### src/rtl/vga_text_console.sv
// vga_text_console: FIFO-fed text console writing {fg,bg,ascii} words into character VRAM with cursor, LF/CR/BS/FF, wrap and clear.
// Ports: clk/rst (async active-high); ch_data/ch_valid/ch_ready char input; color {fg,bg}; blink_freq -> cursor_ctrl[23:16];
// VRAM port A: vram_en/vram_we/vram_addr {row,col}/vram_wdata/vram_rdata (1-cycle read latency); cursor_ctrl; busy.
// Macro CONSOLE_SCROLL_EN: line feed on the last row scrolls the screen up; otherwise it wraps to row 0 and clears it.
module vga_text_console #(
  parameter int COLS = 80,
  parameter int ROWS = 30,
  parameter int FIFO_DEPTH = 16
) (
  input  logic        clk,
  input  logic        rst,
  input  logic [7:0]  ch_data,
  input  logic        ch_valid,
  output logic        ch_ready,
  input  logic [23:0] color,
  input  logic [7:0]  blink_freq,
  output logic        vram_en,
  output logic [3:0]  vram_we,
  output logic [11:0] vram_addr,
  output logic [31:0] vram_wdata,
  input  logic [31:0] vram_rdata,
  output logic [31:0] cursor_ctrl,
  output logic        busy
);
  localparam int AW = $clog2(FIFO_DEPTH);
  localparam logic [6:0] LAST_COL = 7'(COLS - 1);
  localparam logic [4:0] LAST_ROW = 5'(ROWS - 1);
`ifdef CONSOLE_SCROLL_EN
  localparam logic [4:0] FIRST_R = 5'd1;
  typedef enum logic [2:0] {IDLE, PUT, CLR_ROW, CLR_ALL, SCROLL_RD, SCROLL_WR} state_t;
`else
  localparam logic [4:0] FIRST_R = 5'd0;
  typedef enum logic [2:0] {IDLE, PUT, CLR_ROW, CLR_ALL} state_t;
`endif
  state_t state, lf_state;
  logic [7:0] fifo [FIFO_DEPTH];
  logic [AW-1:0] wp, rp;
  logic [AW:0] count;
  logic [6:0] cur_x, c;
  logic [4:0] cur_y, r, rm1, lf_y;
  logic [7:0] ch;
  logic [11:0] fg, bg;
  logic adv, push, pop, rd, copy, wr, last_c, last_r;
  assign ch_ready = count != (AW+1)'(FIFO_DEPTH);
  assign push = ch_valid && ch_ready;
  assign pop = state == IDLE && count != 0;
  assign busy = state != IDLE || count != 0;
  assign rm1 = r - 5'd1;
  assign last_c = c == LAST_COL;
  assign last_r = r == LAST_ROW;
`ifdef CONSOLE_SCROLL_EN
  assign rd = state == SCROLL_RD;
  assign copy = state == SCROLL_WR;
`else
  assign rd = 1'b0;
  assign copy = 1'b0;
`endif
  always_comb begin
    vram_en = state != IDLE;
    wr = vram_en && !rd;
    vram_we = wr ? 4'hF : 4'h0;
    vram_addr = state == PUT ? {cur_y, cur_x} : copy ? {rm1, c} : vram_en ? {r, c} : 12'h0;
    vram_wdata = copy ? vram_rdata : wr ? {fg, bg, state == PUT ? ch : 8'h20} : 32'h0;
  end
  // Line-feed target: next row, or scroll / wrap-and-clear from the last row
  always_comb begin
    lf_state = IDLE;
    lf_y = cur_y + 5'd1;
    if (cur_y == LAST_ROW) begin
`ifdef CONSOLE_SCROLL_EN
      lf_state = SCROLL_RD;
      lf_y = cur_y;
`else
      lf_state = CLR_ROW;
      lf_y = 5'd0;
`endif
    end
  end
  always_ff @(posedge clk)
    if (push) fifo[wp] <= ch_data;
  always_ff @(posedge clk or posedge rst) begin
    if (rst) begin
      state <= IDLE;
      wp <= '0;
      rp <= '0;
      count <= '0;
      cur_x <= '0;
      cur_y <= '0;
      r <= '0;
      c <= '0;
      ch <= '0;
      fg <= '0;
      bg <= '0;
      adv <= 1'b0;
      cursor_ctrl <= '0;
    end else begin
      if (push) wp <= wp + 1'b1;
      if (pop) rp <= rp + 1'b1;
      count <= count + (AW+1)'(push) - (AW+1)'(pop);
      cursor_ctrl <= {8'h0, blink_freq, 3'b0, cur_y, 1'b0, cur_x};
      case (state)
        IDLE: if (pop) begin
          ch <= fifo[rp];
          fg <= color[23:12];
          bg <= color[11:0];
          adv <= 1'b1;
          r <= '0;
          c <= '0;
          if (fifo[rp] == 8'h0A) begin
            cur_x <= '0;
            cur_y <= lf_y;
            r <= FIRST_R;
            state <= lf_state;
          end else if (fifo[rp] == 8'h0D) cur_x <= '0;
          else if (fifo[rp] == 8'h08) begin
            // Backspace rewrites the previous cell with a space and never crosses rows
            if (cur_x != 0) begin
              cur_x <= cur_x - 7'd1;
              ch <= 8'h20;
              adv <= 1'b0;
              state <= PUT;
            end
          end else if (fifo[rp] == 8'h0C) state <= CLR_ALL;
          else state <= PUT;
        end
        PUT: if (!adv) state <= IDLE;
          else if (cur_x == LAST_COL) begin
            cur_x <= '0;
            cur_y <= lf_y;
            r <= FIRST_R;
            state <= lf_state;
          end else begin
            cur_x <= cur_x + 7'd1;
            state <= IDLE;
          end
        CLR_ROW: begin
          c <= last_c ? 7'd0 : c + 7'd1;
          if (last_c) state <= IDLE;
        end
        CLR_ALL: begin
          c <= last_c ? 7'd0 : c + 7'd1;
          if (last_c) r <= r + 5'd1;
          if (last_c && last_r) begin
            cur_x <= '0;
            cur_y <= '0;
            state <= IDLE;
          end
        end
`ifdef CONSOLE_SCROLL_EN
        SCROLL_RD: state <= SCROLL_WR;
        SCROLL_WR: begin
          c <= last_c ? 7'd0 : c + 7'd1;
          state <= SCROLL_RD;
          if (last_c) r <= r + 5'd1;
          if (last_c && last_r) begin
            r <= LAST_ROW;
            state <= CLR_ROW;
          end
        end
`endif
        default: state <= IDLE;
      endcase
    end
  end
endmodule

### config.mk
export PLATFORM = sky130hd
export DESIGN_NAME = vga_text_console
export DESIGN_NICKNAME = d
export VERILOG_FILES = /design/src/rtl/vga_text_console.sv
export SDC_FILE = /design/constraint.sdc
export NUM_CORES = 1
export LEC_CHECK = 0
export CORE_MARGIN = 8
export CORE_UTILIZATION = 40
export CTS_CLUSTER_DIAMETER = 120
export DETAILED_ROUTE_END_ITERATION = 10
export PLACE_DENSITY_LB_ADDON = 0.3
export SYNTH_ARGS = -nofsm -noshare
export SYNTH_HDL_FRONTEND = slang
export SYNTH_SLANG_ARGS = --single-unit
### constraint.sdc
create_clock -name clk -period 4.55 [get_ports clk]
set_input_delay 0.455 -clock clk [delete_from_list [all_inputs] [get_ports clk]]
set_output_delay 0.455 -clock clk [all_outputs]
set_load 0.02 [all_outputs]
==> Word-level counts from Yosys, hierarchy flattened <==
Memory sizes are Yosys's and may differ from the RTL's.
Index checks and enable logic that the tools add are counted.
{ "totals": {"in_bits": 75, "out_inout_bits": 83, "word_cells": 114, "register_bits": 93, "mem_count": 1, "ramBits": 128} }
{ "classes": {"n_eq_ne": 23, "n_addsub": 9, "n_reduce_logical": 17, "mux": 51} }
{ "memory_table": {"columns": ["name", "depth", "word_bits", "read_ports", "rd_ports_with_merged_regs", "wr", "line", "source"], "rows": [
  ["fifo", 16, 8, 1, 0, 1, "36", "logic [7:0] fifo [FIFO_DEPTH];"]
]} }
{ "op_table": {"columns": ["operator", "count"], "rows": [
  ["two-way mux 7 bit", 10],
  ["two-way mux 5 bit", 10],
  ["two-way mux 8 bit", 5],
  ["== test 8 x 4 -> 1 bit, second input constant", 4],
  ["two-way mux 32 bit", 1],
  ["one-hot mux 5 bit (3 select lines)", 2],
  ["two-way mux 12 bit", 2],
  ["two-way mux 3 bit", 7],
  ["one-hot mux 7 bit (3 select lines)", 1],
  ["adder 7 x 1 -> 7 bit, second input constant", 2],
  ["== test 7 bit, second input constant", 2],
  ["one-hot mux 7 bit (2 select lines)", 1],
  ["one-hot mux 3 bit (4 select lines)", 1],
  ["AND reduction 6 bit", 2],
  ["adder 5 x 1 -> 5 bit, second input constant", 2],
  ["== test 5 bit, second input constant", 2],
  ["!= test 2 bit, second input constant", 5],
  ["AND reduction 5 bit", 2],
  ["adder 4 x 1 -> 4 bit, second input constant", 2],
  ["two-way mux 2 bit", 4],
  ["!= test 4 x 1 -> 1 bit, second input constant", 2],
  ["nonzero test 7 bit", 1],
  ["subtractor 7 x 1 -> 7 bit, second input constant", 1],
  ["== test 3 x 2 -> 1 bit, second input constant", 2],
  ["17 further kinds", 27]
]} }

==> Depth between registers and ports, before layout <==
An unclocked memory read counts as a cell.
{ "depth": {"depth_word": 8, "mapped_depth": 19, "ltp_nobuf": 17} }

==> Least setup slack after synthesis <==
No wires, ideal clock.
{ "synth_path": {"path_kind": "register -> register", "from": "register state[0]", "to": "register count[4]", "t_arrival_ns": 3.347, "t_required_ns": 4.425, "slack_ns": 1.078, "path_stages_with_launch": 19, "synth_period_minus_slack_ns": 3.472, "cell_sequence": "dfrtp_1 -> clkbuf_1 -> nor2_2 -> nand4b_1 -> and2_1 -> clkbuf_1 -> nand2_1 -> inv_2 -> clkbuf_1 -> ha_1 -> inv_1 -> ha_1 -> inv_1 -> fa_1 -> inv_1 -> a21oi_1 -> nor2_1 -> nor2_1 -> xnor2_1"} }
{ "synth_via": {"elab_chain_len": 3} }
{ "synth_lines": {"columns": ["element", "line", "source"], "rows": [
  ["from (decl)", "35", "state_t state, lf_state;"],
  ["from (signal assigned)", "113", "state <= lf_state;"],
  ["from (signal assigned)", "131", "state <= lf_state;"],
  ["zero test 3 bit", "46", "assign pop = state == IDLE && count != 0;"],
  ["logical AND 1 bit", "46", null],
  ["via pop", "43", "logic adv, push, pop, rd, copy, wr, last_c, last_r;"],
  ["subtractor 5 x 1 -> 5 bit", "99", "count <= count + (AW+1)'(push) - (AW+1)'(pop);"],
  ["to (signal assigned)", "99", null],
  ["to (decl)", "38", "logic [AW:0] count;"]
]} }
The timed path passes the listed nets, and every way through them passes these cells.
A chain may end at the register's enable or synchronous reset.

==> Worst setup path after layout <==
{ "layout_path": {"from": "register rp[0]", "to": "register cur_x[4]"} }
{ "layout_via": {"elab_chain_len": 6} }
{ "layout_lines": {"columns": ["element", "line", "source"], "rows": [
  ["from (decl)", "37", "logic [AW-1:0] wp, rp;"],
  ["from (signal assigned)", "98", "if (pop) rp <= rp + 1'b1;"],
  ["memory read (16 x 8 bit) (*)", null, null],
  ["== test 8 x 4 -> 1 bit", "114", "end else if (fifo[rp] == 8'h0D) cur_x <= '0;"],
  ["two-way mux 7 bit", "114", null],
  ["two-way mux 7 bit", "109", "if (fifo[rp] == 8'h0A) begin"],
  ["two-way mux 7 bit", "102", "IDLE: if (pop) begin"],
  ["one-hot mux 7 bit (3 select lines)", "101", "case (state)"],
  ["to (signal assigned)", "118", "cur_x <= cur_x - 7'd1;"],
  ["to (signal assigned)", "133", "cur_x <= cur_x + 7'd1;"],
  ["to (decl)", "39", "logic [6:0] cur_x, c;"]
]} }
Mark *: on every way between the ends. The rest lies on a longest branch, timed or not. The select of a mux whose other input is x is not followed.

==> metrics.cfg <==
[outcome]
status=completed

[clock_network]
cts_setup_buffers=0
clk-insertion-delay-late_ns=0.52
clock_sinks=220
cts-buffers-inserted=25
root_buffer=clkbuf_16
cts.clk_slew.worst_paths_ns=0.06
cts-resized-gates=0
cts_tree=done
hold_buffers=0
htreeDepth=1
clockBufferDepth=3

[place]
place_area_um2=11200
dp_hpwl_um=14300
gp_congestion=0.832
port_buffers=113

[sta]
setup_viol=0
worst_pin_slew_ns=0.977
skew_ns=0.0152
max_freq_mhz=285
maxSlewViolCount=0
finalSetupTns_ns=0
hold_violations=0
fin_crit_sh=0.771
slew_headroom=0.347
rsz0062_at_grt=false
fin_crit_ns=3.51

[synth]
async_reset_ff_frac=0.418
syn_area_per_cell_um2=13.1
synth_edf_count=128
seq_area_frac_synth=0.630
postSynthCellCount=747
yosysUniqueCellTypes=62
ys_ff_latch=220
synth-main-ff-cell=edfxtp_1
ys_warn_count=0
syn-cell-area_um2=9750

[drt]
vias_per_cell=5.10
routed-via-count=6153
drtPass1Iterations=4
ant_nets=0
totalWireLength_um=21500
drtIter0Drc=406
route.detailed.drc=0
routedWlPerCell_um=17.8

[worst_setup_path]
cp_max_fo=12
end_kind=flop
reg2reg_slack_ns=1.04
cp.required_ns=4.93
regToRegEndpoint=cur_x[4]$_DFFE_PP0P_
startpoint=rp[0]$_DFFE_PP0P_
cp.arrival_ns=3.89
start_kind=flop
worstSetupPathType=reg2reg
rr_startpoint=rp[0]$_DFFE_PP0P_
rr_worst_depth=9

[power_and_ir_drop]
ir_drop_uv=359
p_per_area_nw_per_um2=618
power.leakage_nw=4.64

[min_path]
hold_depth=1
min_path_type=in2reg
min_to=cursor_ctrl[17]$_DFF_PP0_
hp-start=blink_freq[1]

[finish]
layout_commonest_cell=nand2_1
nFillCells=2163
layout.nets=958
syn_to_final_growth_pct=23.3
layout-drive-gt1-share=0.109
final_cell_mix=nand2_1, edfxtp_1, clkdlybuf4s50_1
multi_input_area_um2=3250
register_area_um2=6150
num_antenna_cells=0
stdcell_area_um2=12000

[floorplanning]
die_x_um=172
die_h_um=172
pin_count=158
rows=57
initial_core_util=0.405
die-area_um2=29600
core-area_um2=24100

[global_routing]
grt_pass1_vias=6119
grt_overflow=0
grtUsageTotal=0.146
grt_pass1_wl_um=34200
antenna_found_initial=0
grt_max_degree=71

[run]
cap_violations=0

==> cell type report <==
cell class                 count  area share
inverter                      26     0.00832
tap                          324      0.0337
multi-input combinational    460       0.270
clock inverter                14      0.0150
clock buffer                  32      0.0567
sequential                   220       0.511
timing repair buffer         130       0.105
==> metal layers <==
layer | vias to the layer above | global-route usage | wire length (um)
li1 | 2905 | - | -
met1 | 3051 | 0.195 | 9670
met2 | 166 | 0.239 | 9960
met3 | 31 | 0.0301 | 1400
met4 | 0 | 0.0360 | 456
met5 | - | 0 | 0
==> flip-flops by register name, indices dropped and copies added (netlist names), 7 cells and up <==
signal / cells
cursor_ctrl: 20
ch: 8
bg: 12
cur_x: 7
fg: 12
fifo: 128
c: 7
==> cells in the mapped netlist, drive strengths merged, types with 3 or more instances <==
library cell,count,area share
nor3,4,0.0021
xnor2,9,0.0081
clkbuf,29,0.011
nand4,8,0.0051
a21oi,7,0.0036
dfrtp,92,0.24
nand3b,4,0.0031
mux4,32,0.078
o211ai,4,0.0050
and2,44,0.028
a22oi,13,0.010
o41ai,4,0.0063
or2,3,0.0019
nor2,22,0.0087
or3,4,0.0036
o31ai,8,0.0062
nand3,12,0.0062
ha,19,0.024
buf,23,0.019
a221oi,3,0.0027
a211oi,4,0.0041
nand2,158,0.061
and3,6,0.0038
o21ai,36,0.018
nor2b,4,0.0026
inv,26,0.010
a22o,7,0.0063
nor4,6,0.0045
a31oi,4,0.0026
nand2b,3,0.0019
edfxtp,128,0.39
==> worst max-delay path by stage <==
| stage | to | slack, ns | cells past startpoint |
|---|---|---|---|
| final | cur_x[4]$_DFFE_PP0P_ | 1.04 | 9 |
| after global routing | cur_x[4]$_DFFE_PP0P_ | 0.81 | 9 |
| after CTS | cur_x[4]$_DFFE_PP0P_ | 1.02 | 9 |
| after detailed placement | cur_x[4]$_DFFE_PP0P_ | 1.02 | 9 |
| after global placement | cur_x[4]$_DFFE_PP0P_ | 1.07 | 9 |
| after floorplan | count[4]$_DFF_PP0_ | 1.08 | 18 |
==> logic make-up after synthesis <==
logic type | after synthesis | synth area share
DFF | 220 | 0.630
other | 1 | 0.000385
AOI/OAI and AO/OA | 101 | 0.0763
adders and majority gates | 20 | 0.0264
xor gates and xnor gates | 11 | 0.00988
and+or+nand+nor | 282 | 0.136
buffers and inverters | 78 | 0.0405
muxes | 34 | 0.0802
==> where the power goes <==
part	switching, mW	total (mW)	internal (mW)
combinational	1.36	2.49	1.14
sequential	0.316	2.85	2.54
clock	0.797	2.08	1.29
==> metrics by stage <==
| stage | hold slack, ns | worst slack (ns) | total power [mW] | std cells | utilization |
|---|---|---|---|---|---|
| after floorplan | 0.352 | 1.08 | 4.55 | 758 | - |
| after global placement | 0.450 | 1.07 | 5.36 | 1160 | 0.463 |
| after detailed placement | 0.454 | 1.02 | 5.41 | 1160 | 0.463 |
| after CTS | 0.348 | 1.02 | 7.51 | 1206 | 0.499 |
| after global routing | 0.348 | 0.809 | 7.89 | 1206 | 0.499 |
| final | 0.366 | 1.04 | 7.43 | 1206 | 0.499 |
==> worst max-delay path, stage by stage, from the launching register on <==
cell and delay [ns]:
dfrtp_2 0.61, buf_4 0.28, mux4_1 0.57, a22oi_1 0.33, nand2_1 0.14, or3_4 0.43
a211oi_1 0.41, nor2_1 0.20, a221oi_1 0.34, a211oi_2 0.06
No activity file was read; power rests on OpenSTA's default activity.
